==> src/rtl/keypad_scan_debounce.sv <==
// 4x4 matrix keypad scanner with press/release debouncing and a valid/ready
// key delivery port. One key is delivered per physical press.
module keypad_scan_debounce #(
   parameter int SCAN_DIV  = 10,
   parameter int DEB_COUNT = 20
) (
   input  logic       clk,
   input  logic       resetn,
   input  logic [3:0] row_n,
   output logic [3:0] col_n,
   output logic [3:0] key_code,
   output logic       key_valid,
   input  logic       key_ready,
   output logic       key_held
);

   localparam int DW = (SCAN_DIV > 1) ? $clog2(SCAN_DIV) : 1;
   localparam int CW = $clog2(DEB_COUNT + 1);
   localparam logic [DW-1:0] DWELL_LAST = DW'(SCAN_DIV - 1);
   localparam logic [CW-1:0] DEB_TARGET = CW'(DEB_COUNT);
   localparam logic [CW-1:0] DEB_LAST   = CW'(DEB_COUNT - 1);

   typedef enum logic [1:0] {
      ST_SCAN     = 2'd0,
      ST_DEBOUNCE = 2'd1,
      ST_PRESSED  = 2'd2,
      ST_RELEASE  = 2'd3
   } state_t;

   function automatic logic one_low(input logic [3:0] rows);
      case (rows)
         4'b1110, 4'b1101, 4'b1011, 4'b0111: one_low = 1'b1;
         default:                            one_low = 1'b0;
      endcase
   endfunction

   function automatic logic [1:0] low_index(input logic [3:0] rows);
      case (rows)
         4'b1110: low_index = 2'd0;
         4'b1101: low_index = 2'd1;
         4'b1011: low_index = 2'd2;
         4'b0111: low_index = 2'd3;
         default: low_index = 2'd0;
      endcase
   endfunction

   state_t          r_state, w_nxt_state;
   logic [3:0]      r_sync1, r_rows_s;
   logic [DW-1:0]   r_dwell;
   logic [1:0]      r_col, w_nxt_col;
   logic [3:0]      r_col_n, w_nxt_col_n;
   logic [1:0]      r_row_idx, w_nxt_row_idx;
   logic [3:0]      r_pattern, w_nxt_pattern;
   logic [CW-1:0]   r_deb_cnt, w_nxt_deb_cnt;
   logic [3:0]      r_key_code, w_nxt_key_code;
   logic            r_key_valid, w_nxt_key_valid;
   logic            r_key_held, w_nxt_key_held;
   logic            w_sample;

   assign w_sample = (r_dwell == DWELL_LAST);

   // Row synchronizer and the free-running dwell/sample counter.
   always_ff @(posedge clk or negedge resetn) begin
      if (!resetn) begin
         r_sync1  <= 4'b1111;
         r_rows_s <= 4'b1111;
         r_dwell  <= {DW{1'b0}};
      end else begin
         r_sync1  <= row_n;
         r_rows_s <= r_sync1;
         r_dwell  <= w_sample ? {DW{1'b0}} : r_dwell + DW'(1'b1);
      end
   end

   // State register.
   always_ff @(posedge clk or negedge resetn) begin
      if (!resetn) begin
         r_state <= ST_SCAN;
      end else begin
         r_state <= w_nxt_state;
      end
   end

   // Next-state and next-output logic; column only moves on sample points.
   always_comb begin
      w_nxt_state     = r_state;
      w_nxt_col       = r_col;
      w_nxt_row_idx   = r_row_idx;
      w_nxt_pattern   = r_pattern;
      w_nxt_deb_cnt   = r_deb_cnt;
      w_nxt_key_code  = r_key_code;
      w_nxt_key_valid = r_key_valid;
      w_nxt_key_held  = r_key_held;
      case (r_state)
         ST_SCAN: begin
            if (w_sample && one_low(r_rows_s)) begin
               w_nxt_row_idx = low_index(r_rows_s);
               w_nxt_pattern = r_rows_s;
               w_nxt_deb_cnt = {CW{1'b0}};
               w_nxt_state   = ST_DEBOUNCE;
            end else if (w_sample) begin
               w_nxt_col = r_col + 2'd1;
            end else begin
               w_nxt_state = ST_SCAN;
            end
         end
         ST_DEBOUNCE: begin
            if (w_sample && (r_rows_s == r_pattern)) begin
               if (r_deb_cnt >= DEB_LAST) begin
                  w_nxt_deb_cnt   = DEB_TARGET;
                  w_nxt_key_code  = {r_row_idx, r_col};
                  w_nxt_key_valid = 1'b1;
                  w_nxt_key_held  = 1'b1;
                  w_nxt_state     = ST_PRESSED;
               end else begin
                  w_nxt_deb_cnt = r_deb_cnt + CW'(1'b1);
               end
            end else if (w_sample) begin
               w_nxt_deb_cnt = {CW{1'b0}};
               w_nxt_col     = r_col + 2'd1;
               w_nxt_state   = ST_SCAN;
            end else begin
               w_nxt_state = ST_DEBOUNCE;
            end
         end
         ST_PRESSED: begin
            if (r_key_valid && key_ready) begin
               w_nxt_key_valid = 1'b0;
               w_nxt_deb_cnt   = {CW{1'b0}};
               w_nxt_state     = ST_RELEASE;
            end else begin
               w_nxt_state = ST_PRESSED;
            end
         end
         ST_RELEASE: begin
            if (w_sample && (r_rows_s == 4'b1111)) begin
               if (r_deb_cnt >= DEB_LAST) begin
                  w_nxt_deb_cnt  = DEB_TARGET;
                  w_nxt_key_held = 1'b0;
                  w_nxt_col      = r_col + 2'd1;
                  w_nxt_state    = ST_SCAN;
               end else begin
                  w_nxt_deb_cnt = r_deb_cnt + CW'(1'b1);
               end
            end else if (w_sample) begin
               w_nxt_deb_cnt = {CW{1'b0}};
            end else begin
               w_nxt_state = ST_RELEASE;
            end
         end
         default: begin
            w_nxt_state = ST_SCAN;
         end
      endcase
      w_nxt_col_n = ~(4'b0001 << w_nxt_col);
   end

   // Datapath and output registers.
   always_ff @(posedge clk or negedge resetn) begin
      if (!resetn) begin
         r_col       <= 2'd0;
         r_col_n     <= 4'b1110;
         r_row_idx   <= 2'd0;
         r_pattern   <= 4'b1111;
         r_deb_cnt   <= {CW{1'b0}};
         r_key_code  <= 4'd0;
         r_key_valid <= 1'b0;
         r_key_held  <= 1'b0;
      end else begin
         r_col       <= w_nxt_col;
         r_col_n     <= w_nxt_col_n;
         r_row_idx   <= w_nxt_row_idx;
         r_pattern   <= w_nxt_pattern;
         r_deb_cnt   <= w_nxt_deb_cnt;
         r_key_code  <= w_nxt_key_code;
         r_key_valid <= w_nxt_key_valid;
         r_key_held  <= w_nxt_key_held;
      end
   end

   assign col_n     = r_col_n;
   assign key_code  = r_key_code;
   assign key_valid = r_key_valid;
   assign key_held  = r_key_held;

endmodule

==> config.mk <==
export PLATFORM = sky130hd
export DESIGN_NAME = keypad_scan_debounce
export DESIGN_NICKNAME = d
export VERILOG_FILES = /design/src/rtl/keypad_scan_debounce.sv
export SDC_FILE = /design/constraint.sdc
export NUM_CORES = 1
export LEC_CHECK = 0
export CAP_MARGIN = 20
export CORE_ASPECT_RATIO = 1.2
export CORE_MARGIN = 2
export CORE_UTILIZATION = 26
export CTS_BUF_LIST = sky130_fd_sc_hd__clkbuf_8
export DETAILED_ROUTE_END_ITERATION = 12
export PLACE_DENSITY = 0.48
export SLEW_MARGIN = 15
export SYNTH_ARGS = -nofsm -noshare
export SYNTH_HDL_FRONTEND = slang
export SYNTH_SLANG_ARGS = --single-unit
==> constraint.sdc <==
create_clock -name clk -period 2.2 [get_ports clk]
set_input_delay 0.44 -clock clk [delete_from_list [all_inputs] [get_ports clk]]
set_output_delay 0.44 -clock clk [all_outputs]
set_load 0.05 [all_outputs]
==> results by group <==
Timing
  • Upper clock frequency limit: approximately 480 MHz
  • Slew margin rel.: around 47%
  • Worst Hold Slack: roughly 0.23 ns
  • Setup Viol. Count Final: 0
  • Slew at the pin closest to its max-slew limit: between 0.7 and 0.8 ns
  • Final worst-path cycle share: 94.85%
  • Final worst setup slack: around 0.11 ns
  • Minimum clock period after layout: approximately 2.1 ns
  • Max Transition Viols Final: 0
  • Total count of hold-check failures in the final report: 0
  • Worst Skew: about 0.0044 ns

Placed design
  • Port-buffer cells: 16
  • RD Place Congestion: a little over 0.8
  • Placed Cells incl. Taps: around 280
  • Detailed-placement wirelength estimate: 2561 um
  • Post-place instance area: 2077 um2
  • Post-placement worst setup slack: 0.05650 ns

Drt
  • Number of design-rule violations left by the first detailed-router iteration: 32
  • Number of detailed-routing iterations run before antenna repair: 4
  • Amount of wire on met2 after detailed routing: approximately 1700 um
  • DRC violations left: 0
  • Met3 Routed Length: 133 um
  • Final antenna-violating net count: 0
  • Routed metal-1 wirelength: approximately 1800 um
  • Detail-routed net length per standard cell: roughly 13 um
  • Total Wirelength: around 3700 um
  • Uppermost layer routed: met4
  • Vias per inst: 4.622
  • Total number of vias: 1322

Synth
  • Largest cells by area after synthesis: sky130_fd_sc_hd__dfrtp_1, sky130_fd_sc_hd__dfstp_2, sky130_fd_sc_hd__nand2_1
  • Ys flop type: sky130_fd_sc_hd__dfrtp_1
  • Cell count after synthesis: ~170
  • Count of different cell masters after synthesis: just over 40
  • Yosys top cell area share: between 30% and 40%
  • Sequential cell area fraction in the yosys report: a little over half
  • Most numerous cell in the Yosys netlist: sky130_fd_sc_hd__nand2_1
  • Library cell with the largest summed area after synthesis: sky130_fd_sc_hd__dfrtp_1
  • Number of synthesized flops with an enable pin: 0
  • Share of flip-flops with an asynchronous set or reset: 100.0%
  • Synthesized flop and latch total: 37
  • Post-synth net total: between 150 and 200
  • Most numerous cell types in the synthesized netlist: sky130_fd_sc_hd__nand2_1, sky130_fd_sc_hd__dfrtp_1, sky130_fd_sc_hd__dfstp_2
  • Warnings from Yosys: 0
  • Netlist area before placement: 1788 um2
  • Average cell area after synthesis: 10.40 um2

Critical path
  • Family with the most delay on the worst path: flip-flops
  • Worst endpoint data arrival time: 2.27 ns
  • Worst-path maximum fanout: 6
  • Largest stage delay on the critical path: between 0.6 and 0.7 ns
  • Worst Setup EP: col_n[0]
  • Origin of the worst setup path: r_rows_s[3]
  • Critical Path End Type: register
  • Startpoint kind of the worst setup timing path: register
  • Setup CP Type: register to register
  • Startpoint of the worst register-to-register path: r_rows_s[3]
  • Worst R2R Setup Slack: 0.11 ns
  • Stages on the worst setup path: 6
  • Critical Path Slowest Stage Cell: sky130_fd_sc_hd__dfstp_2
  • Required time of the worst setup path: about 2.4 ns
  • Critical-path cell list: xor2_2 -> nor4_4 -> buf_4 -> nor4_1 -> a2111o_1 -> or2_1
  • Worst Reg2Reg Path Length in Cells: 6
  • Critical R2R Capture: col_n[0]
  • Buffering stage count on the worst path with inverters included: 1

Power
  • LEAKAGE: around 0.95 nW
  • Pwr per Cell Area: slightly below 900 nW/um2
  • Worst IR Drop VDD: 0.0006173 V

Clocking
  • CTS clock-pin slew for the worst setup and hold paths: around 0.070 ns
  • Number of buffers added to fix hold violations after cts: 0
  • Clock root buffer: sky130_fd_sc_hd__clkbuf_8
  • Clock tree from TritonCTS: built
  • Num Clock Sinks: 37
  • CTS Buffer Depth: 2
  • Clock Latency Late Sink: 0.29 ns
  • Number of buffers created by CTS: 5
  • H-Tree Depth: 2

Die
  • Placeable core area: between 6000 and 7000 um2
  • Initial standard-cell utilization of the core: between 20% and 30%
  • Vertical die dimension: 94.84 um
  • Cell Rows: 33
  • Area enclosed by the die boundary: roughly 7600 um2
  • I/O pin count: 17
  • Horizontal extent of the die: roughly 80 um

GRT
  • Maximum number of pins on one net before global-route repair: 38
  • Total Routing Usage GR: between 10% and 20%
  • Number of antenna violations at the first check in global routing: 0
  • Number of global-route vias before repair: 1342
  • Total global routing overflow: 0
  • First-pass GRT wire length: about 6600 um

Layout
  • Post-layout util: 32.92%
  • Filler instances: around 700
  • Final std cells w/o fill: around 290
  • Layout Area Growth over Synthesis: 23.93%
  • Antenna diode instance count: 0
  • Post-route design area: 2216 um2
  • Post-layout net count: about 200
  • Layout cell share with drive strength beyond 1: roughly a quarter

Job
  • Max-Cap Viols: 0

Run status
  • Status: complete, no violations

Min path
  • Path category of the worst min-delay check: primary input to async pin
-- stage by stage --
step	total power, mW	TNS, ns
final	1.937	0
after detailed placement	1.454	0
after global placement	1.459	0
after floorplan	1.284	0
after global routing	2.074	-0.002317
after CTS	1.925	0
-- registers in the layout, summed over array words and instances (netlist names) --
register,count
r_deb_cnt,5
key_held,1
r_pattern,4
key_valid,1
col_n,4
key_code,4
r_col,2
r_dwell,4
r_row_idx,2
r_state,2
r_rows_s,4
r_sync1,4
-- routing by layer --
metal / track usage [%] / vias to the layer above
li1: - / 655
met1: 15.19 / 635
met2: 17.44 / 26
met3: 2.868 / 6
met4: 4.741 / 0
met5: 0 / -
-- layout by cell type, fill, tap and decap left out, types with 3 or more instances in the layout --
master,instances
sky130_fd_sc_hd__a21oi_1,10
sky130_fd_sc_hd__a31oi_1,3
sky130_fd_sc_hd__and3_1,3
sky130_fd_sc_hd__buf_4,11
sky130_fd_sc_hd__clkbuf_8,5
sky130_fd_sc_hd__clkdlybuf4s50_1,15
sky130_fd_sc_hd__dfrtp_1,22
sky130_fd_sc_hd__dfstp_2,15
sky130_fd_sc_hd__inv_1,6
sky130_fd_sc_hd__mux2_2,6
sky130_fd_sc_hd__nand2_1,28
sky130_fd_sc_hd__nand2b_1,3
sky130_fd_sc_hd__nand3_1,8
sky130_fd_sc_hd__nand4_1,4
sky130_fd_sc_hd__nor2_1,5
sky130_fd_sc_hd__o21ai_0,10
sky130_fd_sc_hd__xnor2_1,3
sky130_fd_sc_hd__xor2_2,4
-- repair_timing --
item	CTS	global route
setup endpoints to repair	0	6
buffers inserted	0	3
hold endpoints to repair	0	0
resized for setup	0	5
-- cell families after synthesis --
family | count (synthesis) | share of synthesized area [%]
and+or+nand+nor | 67 | 20.08
AOI/OAI and AO/OA | 37 | 13.51
DFF | 37 | 52.83
buffers and inverters | 14 | 3.219
xor gates and xnor gates | 8 | 4.759
muxes | 8 | 4.898
adders and majority gates | 1 | 0.6997
-- worst min-delay path by stage --
stage,endpoint,slack [ns],depth (start not counted)
2_1_floorplan,col_n[0],0.14,0
3_3_place_gp,r_rows_s[2],0.35,0
3_5_place_dp,r_rows_s[3],0.35,0
4_1_cts,r_row_idx[0],0.26,1
5_1_grt,key_code[1],0.30,1
6_report,r_row_idx[0],0.23,1
-- area by class of cell --
class                      instances  area (um2)  area share, %
timing repair buffer              27       237.7          10.73
inverter                           6       22.52          1.016
clock buffer                       5       68.82          3.106
tap                               87       108.9          4.912
sequential                        37       944.7          42.63
multi-input combinational        121       817.0          36.87
clock inverter                     3       16.27         0.7340
-- power breakdown --
part	internal [mW]	leakage, nW	switching (mW)
registers	0.806	0.444	0.0923
logic	0.243	0.459	0.334
clock network	0.219	0.0482	0.242
Power figures use the tool's default switching activity.
